===== config.mk =====
export PLATFORM = sky130hd
export DESIGN_NAME = minv_reg_word_seq_flat
export DESIGN_NICKNAME = d
export VERILOG_FILES = /design/src/rtl/minv_reg_word_seq_if.sv /design/src/rtl/minv_reg_word_seq.sv /design/src/flat_wrapper.sv
export SDC_FILE = /design/constraint.sdc
export NUM_CORES = 1
export LEC_CHECK = 0
export ABC_AREA = 1
export CORE_ASPECT_RATIO = 0.7
export CORE_MARGIN = 3
export CORE_UTILIZATION = 24
export CTS_CLUSTER_SIZE = 28
export DETAILED_ROUTE_END_ITERATION = 8
export PLACE_DENSITY = 0.81
export SLEW_MARGIN = 40
export SYNTH_ARGS = -nofsm -noshare
export SYNTH_HDL_FRONTEND = slang
export SYNTH_SLANG_ARGS = --single-unit

===== constraint.sdc =====
create_clock -name clk -period 1.7 [get_ports clk]
set_clock_uncertainty 0.15 [all_clocks]
set_input_delay 0.34 -clock clk [delete_from_list [all_inputs] [get_ports clk]]
set_output_delay 0.34 -clock clk [all_outputs]
set_load 0.01 [all_outputs]

===== src/rtl/minv_reg_word_seq_if.sv =====
// Stream interface for the U/T operand register word sequencer.
// Carries the operand load stream (in_*) and the result unload stream (out_*).
//   master : the side that produces in_* words and consumes out_* words
//   slave  : the sequencer itself
interface minv_reg_word_seq_if #(
  parameter int DW = 32
);
  logic          in_valid;
  logic          in_ready;
  logic [DW-1:0] in_data;
  logic          out_valid;
  logic          out_ready;
  logic [DW-1:0] out_data;

  modport master (
    output in_valid, in_data, out_ready,
    input  in_ready, out_valid, out_data
  );

  modport slave (
    input  in_valid, in_data, out_ready,
    output in_ready, out_valid, out_data
  );
endinterface


===== src/rtl/minv_reg_word_seq.sv =====
// Word sequencer around the 256-bit U/T operand register.
// LOAD streams NWORDS words (LS word first) into the register's 32-bit
// cyclic-write port; UNLOAD rotates the register right one word per transfer
// and streams register bits [DW-1:0] out, so that after NWORDS transfers the
// register again holds its original value.
// Ports:
//   clk, rst           clock, synchronous active-high reset
//   cmd_load/unload    1-cycle start pulses (load wins if both)
//   abort              synchronous abort of the current operation
//   strm               in_* / out_* valid-ready word streams
//   reg_we, reg_sel_cyc, reg_sel_rs, reg_regin
//                      register control, meaningful only while busy=1
//   reg_regout_lo      register bits [DW-1:0]
//   busy               high in LOAD or UNLOAD; selects this block on the mux
//   done               1-cycle pulse on the first IDLE cycle after completion
module minv_reg_word_seq #(
  parameter int DW     = 32,
  parameter int NWORDS = 8,
  parameter int CW     = 3
) (
  input  logic                clk,
  input  logic                rst,
  input  logic                cmd_load,
  input  logic                cmd_unload,
  input  logic                abort,
  minv_reg_word_seq_if.slave  strm,
  output logic                reg_we,
  output logic                reg_sel_cyc,
  output logic                reg_sel_rs,
  output logic [DW-1:0]       reg_regin,
  input  logic [DW-1:0]       reg_regout_lo,
  output logic                busy,
  output logic                done
);

  typedef enum logic [1:0] {IDLE, LOAD, UNLOAD} state_t;

  localparam logic [CW-1:0] LAST = CW'(NWORDS - 1);

  state_t        state_reg;
  logic [CW-1:0] cnt_reg;
  logic          done_reg;

  // A reset or abort cycle must not touch the register or complete a
  // handshake, so both squash the datapath strobes combinationally.
  logic active;
  logic in_load;
  logic in_unload;
  logic in_fire;
  logic out_fire;
  logic word_fire;

  assign active    = !(rst || abort);
  assign in_load   = (state_reg == LOAD);
  assign in_unload = (state_reg == UNLOAD);
  assign in_fire   = in_load && active && strm.in_valid;
  assign out_fire  = in_unload && active && strm.out_ready;
  assign word_fire = in_fire || out_fire;

  assign strm.in_ready  = in_load && active;
  assign strm.out_valid = in_unload && active;
  // Data paths are gated so every output reads 0 outside their state.
  assign strm.out_data  = in_unload ? reg_regout_lo : '0;
  assign reg_regin      = in_load ? strm.in_data : '0;
  assign reg_we         = word_fire;
  assign reg_sel_cyc    = in_unload;
  assign reg_sel_rs     = 1'b0;
  assign busy           = (state_reg != IDLE);
  assign done           = done_reg;

  always_ff @(posedge clk) begin
    if (rst) begin
      state_reg <= IDLE;
      cnt_reg   <= '0;
      done_reg  <= 1'b0;
    end else begin
      done_reg <= 1'b0;
      unique case (state_reg)
        IDLE: begin
          // abort in IDLE only suppresses commands arriving with it
          if (!abort) begin
            if (cmd_load) begin
              state_reg <= LOAD;
              cnt_reg   <= '0;
            end else if (cmd_unload) begin
              state_reg <= UNLOAD;
              cnt_reg   <= '0;
            end
          end
        end
        LOAD, UNLOAD: begin
          if (abort) begin
            state_reg <= IDLE;
            cnt_reg   <= '0;
          end else if (word_fire) begin
            if (cnt_reg == LAST) begin
              state_reg <= IDLE;
              cnt_reg   <= '0;
              done_reg  <= 1'b1;
            end else begin
              cnt_reg <= cnt_reg + 1'b1;
            end
          end
        end
        default: begin
          state_reg <= IDLE;
          cnt_reg   <= '0;
        end
      endcase
    end
  end

endmodule


===== src/flat_wrapper.sv =====
// flat-port wrapper written by rule: the top's interface ports become plain ports
module minv_reg_word_seq_flat 
#(
  parameter int DW     = 32,
  parameter int NWORDS = 8,
  parameter int CW     = 3
)
  (clk, rst, cmd_load, cmd_unload, abort, reg_we, reg_sel_cyc, reg_sel_rs, reg_regin, reg_regout_lo, busy, done, strm_in_valid, strm_in_data, strm_out_ready, strm_in_ready, strm_out_valid, strm_out_data);
  minv_reg_word_seq_if #(.DW(DW)) strm_i ();
  input  logic clk;
  input  logic rst;
  input  logic cmd_load;
  input  logic cmd_unload;
  input  logic abort;
  output logic reg_we;
  output logic reg_sel_cyc;
  output logic reg_sel_rs;
  output logic [DW-1:0] reg_regin;
  input  logic [DW-1:0] reg_regout_lo;
  output logic busy;
  output logic done;
  input wire logic [$bits(strm_i.in_valid)-1:0] strm_in_valid;
  input wire logic [$bits(strm_i.in_data)-1:0] strm_in_data;
  input wire logic [$bits(strm_i.out_ready)-1:0] strm_out_ready;
  output wire logic [$bits(strm_i.in_ready)-1:0] strm_in_ready;
  output wire logic [$bits(strm_i.out_valid)-1:0] strm_out_valid;
  output wire logic [$bits(strm_i.out_data)-1:0] strm_out_data;
  assign strm_i.in_valid = strm_in_valid;
  assign strm_i.in_data = strm_in_data;
  assign strm_i.out_ready = strm_out_ready;
  assign strm_in_ready = strm_i.in_ready;
  assign strm_out_valid = strm_i.out_valid;
  assign strm_out_data = strm_i.out_data;
  minv_reg_word_seq #(.DW(DW), .NWORDS(NWORDS), .CW(CW)) u_core (.clk(clk), .rst(rst), .cmd_load(cmd_load), .cmd_unload(cmd_unload), .abort(abort), .strm(strm_i), .reg_we(reg_we), .reg_sel_cyc(reg_sel_cyc), .reg_sel_rs(reg_sel_rs), .reg_regin(reg_regin), .reg_regout_lo(reg_regout_lo), .busy(busy), .done(done));
endmodule

==> impl_results.md <==
* Post-route setup slack at -148 ps
* #FFs+latches synth at 6
* H-tree Lvls at 1
* HP Class: reg -> reg
* Clock tree sinks at 6
* Antenna violations before repair at 0
* Worst EP arrival at 1360 ps
* FMAX at roughly 540 MHz
* GRT Overall Usage at 20.0%
* Crit. End Element: primary output
* Vias at 1734
* Combinational family with the most area after synthesis: simple AND/OR/NAND/NOR gates
* Top cells by area, synth: nand2_1 31%, inv_1 30%, dfxtp_1 12%, ha_1 6.3%, nand3_2 4.0%
* Max VDD drop at 0.828 mV
* WL per Instance at 14.3 µm
* Status: complete, but fails checks
* Horiz. Die Dim at 82.8 µm
* Yosys top cell by area: nand2_1
* Die area at 4950 µm²
* Starting Density at 26.5%
* CORE AREA at 3740 µm²
* Clk_lat worst skew at 240 ps
* Syn_area_per_cell at 4.76 µm²
* Pre-CTS WS at -492 ps
* GR Overflow Total at 0
* RePlAce Congestion at 0.789
* TritonRoute pass-1 iters at 4
* CP Class: reg -> out
* Synth Area in Compound Gates at 0%
* Syn_nets at 284
* Post-layout minimum cycle time at 1850 ps
* Num CTS Buffers at 3
* Number of cells produced by synthesis at 208
* Synth Warn # at 0
* CTS root buf: clkbuf_8
* Largest net degree at the start of global routing at 18
* Worst-path maximum fanout at 8
* Yosys cell types at 16
* MaxCap Viol Count at 0
* Dpl cell area at 2530 µm²
* Worst Path Required at 1210 ps
* Via density at 4.19
* DRT iter0 DRCs at 53
* Netlist area before placement at 991 µm²
* Final Instance Area at 2980 µm²
* Pwr per Cell Area at 1310 nW/µm²
* # IOs at 142
* Max FFs per register at 3
* Synth Area in XOR/XNOR at 0%
* Post-synthesis mux area share at 0%
* Seq/Total Area, Yosys at 12.1%
* Worst setup SP type: register
* Final Hold Vio Count at 0
* Placed cell count at 401
* Global-route wire length before repair at 7940 µm
* Die height at ~60 µm
* CTS tree: yes
* Final-report max-slew violation count at 0
* # hold bufs at CTS at 0
* Rows at 18
* Clock transition at path regs at 40 ps
* Final WL at 5930 µm
* N_diodes at 0
* Input/output buffers at 140
* Drt drc at 0
* Final setup vio count at 50
* Static leakage at 1.87 nW
* Clk buf depth at 2
* Tcrit/Tclk final at 109%
* Layout Nets at 442
* Share of layout cells above drive strength 1 at 53.0%
* RSZ-0062 raised after global routing: yes
* Vias in the first global route at 1592
* Fin util at 79.7%
* DP Wirelength at 3950 µm
* Area delta synth->final at 201%
* Layout Cells excl Fill at 414
* Adder-Cell Fraction of Synth Area at 6.31%
* Share of the synthesized area in the top cell type at 31.4%
* ANT nets after route at 0
* Failing checks: negative setup slack
* Synth Area in Simple Gates at 46.5%
## where the power goes
part / internal [mW] / switching, mW / leakage (nW)
logic: 1.77 / 1.66 / 1.80
clock network: 0.154 / 0.0801 / 0.0216
registers: 0.200 / 0.0436 / 0.0500
total: 2.12 / 1.79 / 1.87
## per-layer routing
layer / vias up / global-route usage, % / share of wire [%]
met3: 11 / 4.13 / 5.4
met1: 779 / 23.9 / 37
met5: - / 0 / 0
li1: 868 / - / -
met4: 0 / 5.59 / 2.0
met2: 76 / 37.1 / 55
## logic make-up (layout without fill, tap and decap cells)
kind of cell / count (synthesis) / count (layout)
adder cells (fa/ha/maj): 5 / 5
AND/OR/NAND/NOR: 106 / 106
other: 1 / 1
flip-flops: 6 / 6
buffers and inverters: 90 / 246
## path summary, 6_finish.rpt
kind                                                        from                                to  slack, ps  cells after the start
worst max-delay path            u_core.state_reg[1]$_SDFFE_PP0P_                      reg_regin[7]       -150                      7
worst min-delay path              u_core.cnt_reg[2]$_SDFFE_PP0P_    u_core.cnt_reg[2]$_SDFFE_PP0P_        370                      4
worst max register to register  u_core.state_reg[1]$_SDFFE_PP0P_  u_core.state_reg[1]$_SDFFE_PP0P_         10                     12
worst min register to register    u_core.cnt_reg[2]$_SDFFE_PP0P_    u_core.cnt_reg[2]$_SDFFE_PP0P_        370                      4
## stage by stage
stage | TNS [ps] | hold slack (ps) | power, mW
after floorplan | 0 | 340 | 1.35
after global placement | -15120 | 352 | 2.66
after detailed placement | -16450 | 357 | 2.70
after CTS | -5650 | 365 | 3.59
after global routing | -5030 | 412 | 4.17
final | -2680 | 368 | 3.91
## cell usage after synthesis
| cell | instances |
|---|---|
| nand2_1 | 83 |
| inv_1 | 80 |
| nor2_1 | 10 |
| clkbuf_1 | 6 |
| dfxtp_1 | 6 |
| ha_1 | 5 |
| nand3_2 | 4 |
| nand4_1 | 4 |
| buf_2 | 2 |
| nor2_2 | 2 |
| buf_4 | 1 |
| conb_1 | 1 |
| inv_2 | 1 |
| nand3_1 | 1 |
| nand3_4 | 1 |
| nor2_4 | 1 |
## layout make-up
class	instances	area [µm²]
Timing Repair Buffer	162	1640
Fill cell	248	759
Multi-Input combinational cell	112	805
Sequential cell	6	123
Clock buffer	3	41.3
Tap cell	50	62.6
Inverter	81	304
## placed cells by master, fill, tap and decap left out, types with 3 or more instances in the layout
cell type         n
nand2_1          40
inv_2            43
inv_1            38
buf_12            5
buf_6            54
buf_4             9
ha_4              3
nand4_1           4
clkdlybuf4s50_1  69
dfxtp_1           4
nor2_1           10
nand2_2          22
nand3_4           4
clkbuf_8          3
nand2_4          21
buf_2            21
## critical path, stage by stage, from the launching register on
cell     delay [ps]
dfxtp_2         330
inv_2            70
ha_4            190
buf_6           150
buf_16          140
nand2_2          50
inv_1            60
buf_2           130
## what timing repair did
item / 4_1_cts / 5_1_grt
pin swaps: 24 / 13
gates cloned: 6 / 0
endpoints found under the setup margin: 72 / 72
gates resized for setup: 348 / 109
setup buffers: 9 / 0
Power figures use the tool's default switching activity.
